**config.mk**
```make
export PLATFORM = sky130hd
export DESIGN_NAME = mux_scan_collector
export DESIGN_NICKNAME = d
export VERILOG_FILES = /design/src/rtl/mux_scan_collector.sv
export SDC_FILE = /design/constraint.sdc
export NUM_CORES = 1
export LEC_CHECK = 0
export ABC_AREA = 1
export CAP_MARGIN = 0
export CORE_ASPECT_RATIO = 1.75
export CORE_MARGIN = 2
export CORE_UTILIZATION = 38
export CTS_CLUSTER_DIAMETER = 150
export DETAILED_ROUTE_END_ITERATION = 16
export MAX_ROUTING_LAYER = met4
export PLACE_DENSITY = 0.61
export SYNTH_ARGS = -nofsm -noshare
export SYNTH_HDL_FRONTEND = slang
export SYNTH_SLANG_ARGS = --single-unit
export TNS_END_PERCENT = 5
```
**constraint.sdc**
```tcl
create_clock -name clk -period 1.4 [get_ports clk]
set_input_delay 0.21 -clock clk [delete_from_list [all_inputs] [get_ports clk]]
set_output_delay 0.21 -clock clk [all_outputs]
set_load 0.01 [all_outputs]
```
**src/rtl/mux_scan_collector.sv**
```systemverilog
// Scans a dual 1-of-4 mux through indices 0..3, samples B0/B1 after a settle
// delay and presents the two assembled 4-bit words under a valid/ack handshake.
module mux_scan_collector #(
    parameter int unsigned SETTLE = 1
) (
    input  logic       clk,
    input  logic       reset,
    input  logic       start,
    input  logic       ack,
    input  logic       B0,
    input  logic       B1,
    output logic [0:1] SEL,
    output logic       EN,
    output logic [0:3] W0,
    output logic [0:3] W1,
    output logic       valid,
    output logic       busy,
    output logic       overrun
);

    localparam int unsigned CNT_W = 3;
    localparam logic [CNT_W-1:0] SETTLE_C = CNT_W'(SETTLE);

    typedef enum logic [1:0] {
        S_IDLE,
        S_SETTLE,
        S_SAMPLE,
        S_HOLD
    } state_t;

    // With no settle time each index goes straight to its sample cycle.
    localparam state_t SCAN_FIRST = (SETTLE == 0) ? S_SAMPLE : S_SETTLE;

    state_t           state_q, state_d;
    logic [CNT_W-1:0] cnt_q, cnt_d;
    logic [0:1]       sel_q, sel_d;
    logic             en_q, en_d;
    logic             busy_q, busy_d;
    logic             valid_q, valid_d;
    logic             ovr_q, ovr_d;
    logic [0:3]       w0_q, w0_d;
    logic [0:3]       w1_q, w1_d;
    logic [0:3]       sh0_q, sh0_d;
    logic [0:3]       sh1_q, sh1_d;

    always_ff @(posedge clk or posedge reset) begin
        if (reset) begin
            state_q <= S_IDLE;
            cnt_q   <= '0;
            sel_q   <= '0;
            en_q    <= 1'b0;
            busy_q  <= 1'b0;
            valid_q <= 1'b0;
            ovr_q   <= 1'b0;
            w0_q    <= '0;
            w1_q    <= '0;
            sh0_q   <= '0;
            sh1_q   <= '0;
        end else begin
            state_q <= state_d;
            cnt_q   <= cnt_d;
            sel_q   <= sel_d;
            en_q    <= en_d;
            busy_q  <= busy_d;
            valid_q <= valid_d;
            ovr_q   <= ovr_d;
            w0_q    <= w0_d;
            w1_q    <= w1_d;
            sh0_q   <= sh0_d;
            sh1_q   <= sh1_d;
        end
    end

    always_comb begin
        state_d = state_q;
        cnt_d   = cnt_q;
        sel_d   = sel_q;
        en_d    = en_q;
        busy_d  = busy_q;
        valid_d = valid_q;
        ovr_d   = ovr_q;
        w0_d    = w0_q;
        w1_d    = w1_q;
        sh0_d   = sh0_q;
        sh1_d   = sh1_q;

        unique case (state_q)
            S_IDLE: begin
                if (start) begin
                    sel_d   = '0;
                    cnt_d   = SETTLE_C;
                    en_d    = 1'b1;
                    busy_d  = 1'b1;
                    state_d = SCAN_FIRST;
                end
            end
            S_SETTLE: begin
                if (start) ovr_d = 1'b1;
                cnt_d = cnt_q - CNT_W'(1);
                if (cnt_q <= CNT_W'(1)) state_d = S_SAMPLE;
            end
            S_SAMPLE: begin
                if (start) ovr_d = 1'b1;
                sh0_d[sel_q] = B0;
                sh1_d[sel_q] = B1;
                if (sel_q == 2'd3) begin
                    // Publish only complete scans; includes the bit taken this edge.
                    w0_d    = sh0_d;
                    w1_d    = sh1_d;
                    valid_d = 1'b1;
                    en_d    = 1'b0;
                    busy_d  = 1'b0;
                    sel_d   = '0;
                    state_d = S_HOLD;
                end else begin
                    sel_d   = sel_q + 2'd1;
                    cnt_d   = SETTLE_C;
                    state_d = SCAN_FIRST;
                end
            end
            S_HOLD: begin
                if (ack) begin
                    valid_d = 1'b0;
                    state_d = S_IDLE;
                    if (start) begin
                        sel_d   = '0;
                        cnt_d   = SETTLE_C;
                        en_d    = 1'b1;
                        busy_d  = 1'b1;
                        state_d = SCAN_FIRST;
                    end
                end else if (start) begin
                    ovr_d = 1'b1;
                end
            end
            default: state_d = S_IDLE;
        endcase
    end

    assign SEL     = sel_q;
    assign EN      = en_q;
    assign W0      = w0_q;
    assign W1      = w1_q;
    assign valid   = valid_q;
    assign busy    = busy_q;
    assign overrun = ovr_q;

endmodule

```
==> results.md <==
- 25 — number of register bits inferred by synthesis
- 19 — count of input and output buffers
- 4.80 mm — first-pass GRT wire length
- 90 ps — clk slew on worst S/H paths
- yes — TritonCTS clock tree
- 1910 uW — cell-internal power
- 2 — worst-path maximum fanout
- 0 — remaining global-route overflow
- 0.960 mV — maximum VDD drop
- 28 — Rows
- 15.4% — global-route usage over all layers
- 35.8% — share of power burned in registers
- 1142 — detailed-route via count
- 1880 mW/mm2 — cell area power density
- 0.733 — GPL Wtd Cong
- 1 — Critical Path Stages
- 13.4% — Clk network pwr share
- 10.2% — synthesized-area fraction occupied by adder cells
- clkbuf_8 — root buf cell
- 26.9% — area growth from synthesis to final layout
- dfrtp_1 — top cell type by total area after synthesis
- clkdlybuf4s50_1 — cell at the slowest stage of the critical path
- 0 — count of buffers added by post-CTS timing repair for setup
- buffers and inverters — cell family with most CP delay
- 1310 uW — switching power summed over all nets
- 77.9% — Max-Slew Margin vs Limit
- 82.8 um — Die Ht
- 4 — number of detailed-route iterations in the first pass
- 25 — CTS Sinks
- 327 — final-layout fill cell count
- 0 — # diodes
- 20 — number of different library cells in the post-synthesis netlist
- 46.4% — sequential fraction of the synthesis area
- 628 um2 — area occupied by multi-input gates
- 0 — final hold violations
- 628 um2 — Register Area
- 0 — residual antenna-violating net count after detailed routing
- 49.0 um — die extent in x
- primary output — CP Capture Type
- 40.7% — Switching Share
- 14.6% — share of final-layout standard cells stronger than drive strength 1
- 46.4% — top cell type's share of synthesized area
- 90 ps — minimum setup slack among reg-to-reg paths
- simple AND/OR/NAND/NOR gates — main combinational cell family by area after synthesis
- 0 — post-cts hold buffer count
- 0.00340 mm2 — total core area
- 39.7% — initial cell density of the core
- 530 ps — Worst path max stage delay
- no — RSZ-0062 raised after global routing
- 182 — post-synth net total
- 210 — final-stage net count
- 2.77 mm — Total Wirelength
- 11.7 um — average wire per cell in the routed design
- finished clean — result of the run
- 20 — I/O pins
- 9.83% — compound-cell area share of the yosys netlist
- 26 — pin count of the biggest net entering global routing
- 1370 ps — minimum clock period
- register — Startpoint Class
- 6 — Register-to-Register Path Depth
- 1190 ps — CP Data Required Time
- state_q[1] — origin of the critical flop-to-flop path
- 1171 — vias in the first global route
- dfrtp_1 (46%), nand2_1 (15%), ha_1 (10%) — biggest area contributors in the synthesized netlist
- 0 — number of remaining DRC errors
- clkdlybuf4s50_1 — series of cell instances along the critical path
- input pin to async pin — kind of path behind the tightest hold check
- 0.00162 mm2 — cell area after placement
- 0.649% — post-synthesis xor/xnor area fraction
- 165 — post-synthesis instance total
- 0.000878 uW — Leakage
- W1[0] — capture point of the critical path
- 1160 ps — worst path arrival time
- 0 — max-cap violations
- register to primary output — critical path type
- 4.82 — vias per cell
- 2.12 mm — placed wire-length estimate
- 0 — final setup vio count
- 731 MHz — achievable frequency
- 0.00135 mm2 — synthesized cell area
- 2 — Clock Path Buffers
- 0% — share of cell area taken by muxes after synthesis
- 0.00406 mm2 — floorplan die area
- 270 ps — source-to-sink clock delay at the later pin of the worst-skew pair
- 0 — count of pins over their slew limit
- SEL[0] — destination of the worst register-to-register timing path
- 3 — TritonCTS buffer count
- 97.7% — Final period util
- 1 — buffers plus inverters on the worst setup path
- 8.17 um2 — syn_area_per_cell
- 331 ps — actual slew at the worst max-slew pin
- 50.8% — combinational group share of total power
- 0.00171 mm2 — post-route cell area
- 24.2% — simple logic cell fraction of the synthesized area
- 23 — number of violations reported at the end of detailed-routing iteration 0
- 3220 uW — post-layout power
- 1 — deepest level of the CTS H-tree
- 0 — number of antenna violations at the first check in global routing
- 5.09 ps — Final Skew
- 0 — number of warnings printed during yosys synthesis
- W1[0] — launching instance or port of the critical path
## worst min path at each step
| stage | slack, ps | depth (start not counted) | start | endpoint |
|---|---|---|---|---|
| after global placement | 450 | 1 | overrun | overrun |
| after global routing | 330 | 3 | reset | W1[2] |
| final | 280 | 3 | reset | W1[3] |
| after detailed placement | 440 | 1 | overrun | overrun |
| after CTS | 290 | 3 | reset | W1[1] |
| after floorplan | 240 | 1 | reset | EN |
## area by class of cell
cell class	count	area share (%)
inverters	24	5.26
multi-input cells	113	36.7
repair buffers	26	15.4
clock buffers	4	2.63
flip-flops and latches	25	36.7
well taps	45	3.29
## kinds of logic after synthesis
logic type               after synthesis
AND/OR/NAND/NOR                       75
buffers and inverters                 27
AO/OA/AOI/OAI                         26
flip-flops                            25
adder cells (fa/ha/maj)               11
XOR/XNOR                               1
## routing by layer
metal	wire length (um)	vias up	global-route usage, %	part of all wire, %
li1	-	568	-	-
met1	1050	541	14.5	38
met2	1540	25	28.5	55
met3	108	8	2.88	3.9
met4	76	0	7.79	2.7
met5	0	-	-	0
## cell usage in the layout, fill, tap and decap left out, types with 4 or more instances in the layout
cell,n
buf_4,7
inv_1,18
o21ai_1,8
nand3_1,6
inv_2,6
nor2_1,4
o21ai_0,14
dlymetal6s2s_1,10
nand2_1,55
clkdlybuf4s50_1,6
dfrtp_1,23
ha_1,9
## stage by stage
stage	setup WS, ps	hold slack (ps)	util (%)	TNS [ps]	std cells
finish	32.7	283	50.4	0	237
global route	4.66	327	50.4	0	237
CTS	6.78	295	49.0	0	237
detailed placement	-15.6	443	47.7	-15.6	233
global placement	49.0	447	47.7	0	233
floorplan	121	237	-	0	165
## sequential cells by signal, indices dropped and copies added, names as in the netlist
name	flops
overrun	1
W0	4
sh0_q	3
cnt_q	3
SEL	2
W1	4
state_q	2
busy	1
sh1_q	3
EN	1
valid	1
## power groups by stage
| stage | Combinational (uW) | Clock (uW) | Sequential (uW) |
|---|---|---|---|
| after global placement | 1580 | 0 | 1150 |
| after floorplan | 1010 | 0 | 1190 |
| after global routing | 1880 | 478 | 1190 |
| after CTS | 1630 | 450 | 1140 |
| after detailed placement | 1630 | 0 | 1160 |
| final | 1630 | 430 | 1150 |
## Yosys cell counts
library cell,number
inv_2,4
dfrtp_1,25
nand2_4,2
nand3_1,6
buf_2,1
nand2_1,55
o21ai_1,7
nand4_1,1
a21oi_1,3
nor2_1,5
nor2_2,1
o21ai_0,15
buf_6,2
nand3b_1,1
nand2_2,3
ha_1,11
inv_1,20
xnor2_1,1
a21o_1,1
nand3_2,1
## timing repair
action	CTS	global route
hold endpoints to repair	0	0
setup endpoints to repair	5	30
gates resized for setup	4	19
Note: power is estimated with default switching activity, not from simulation.
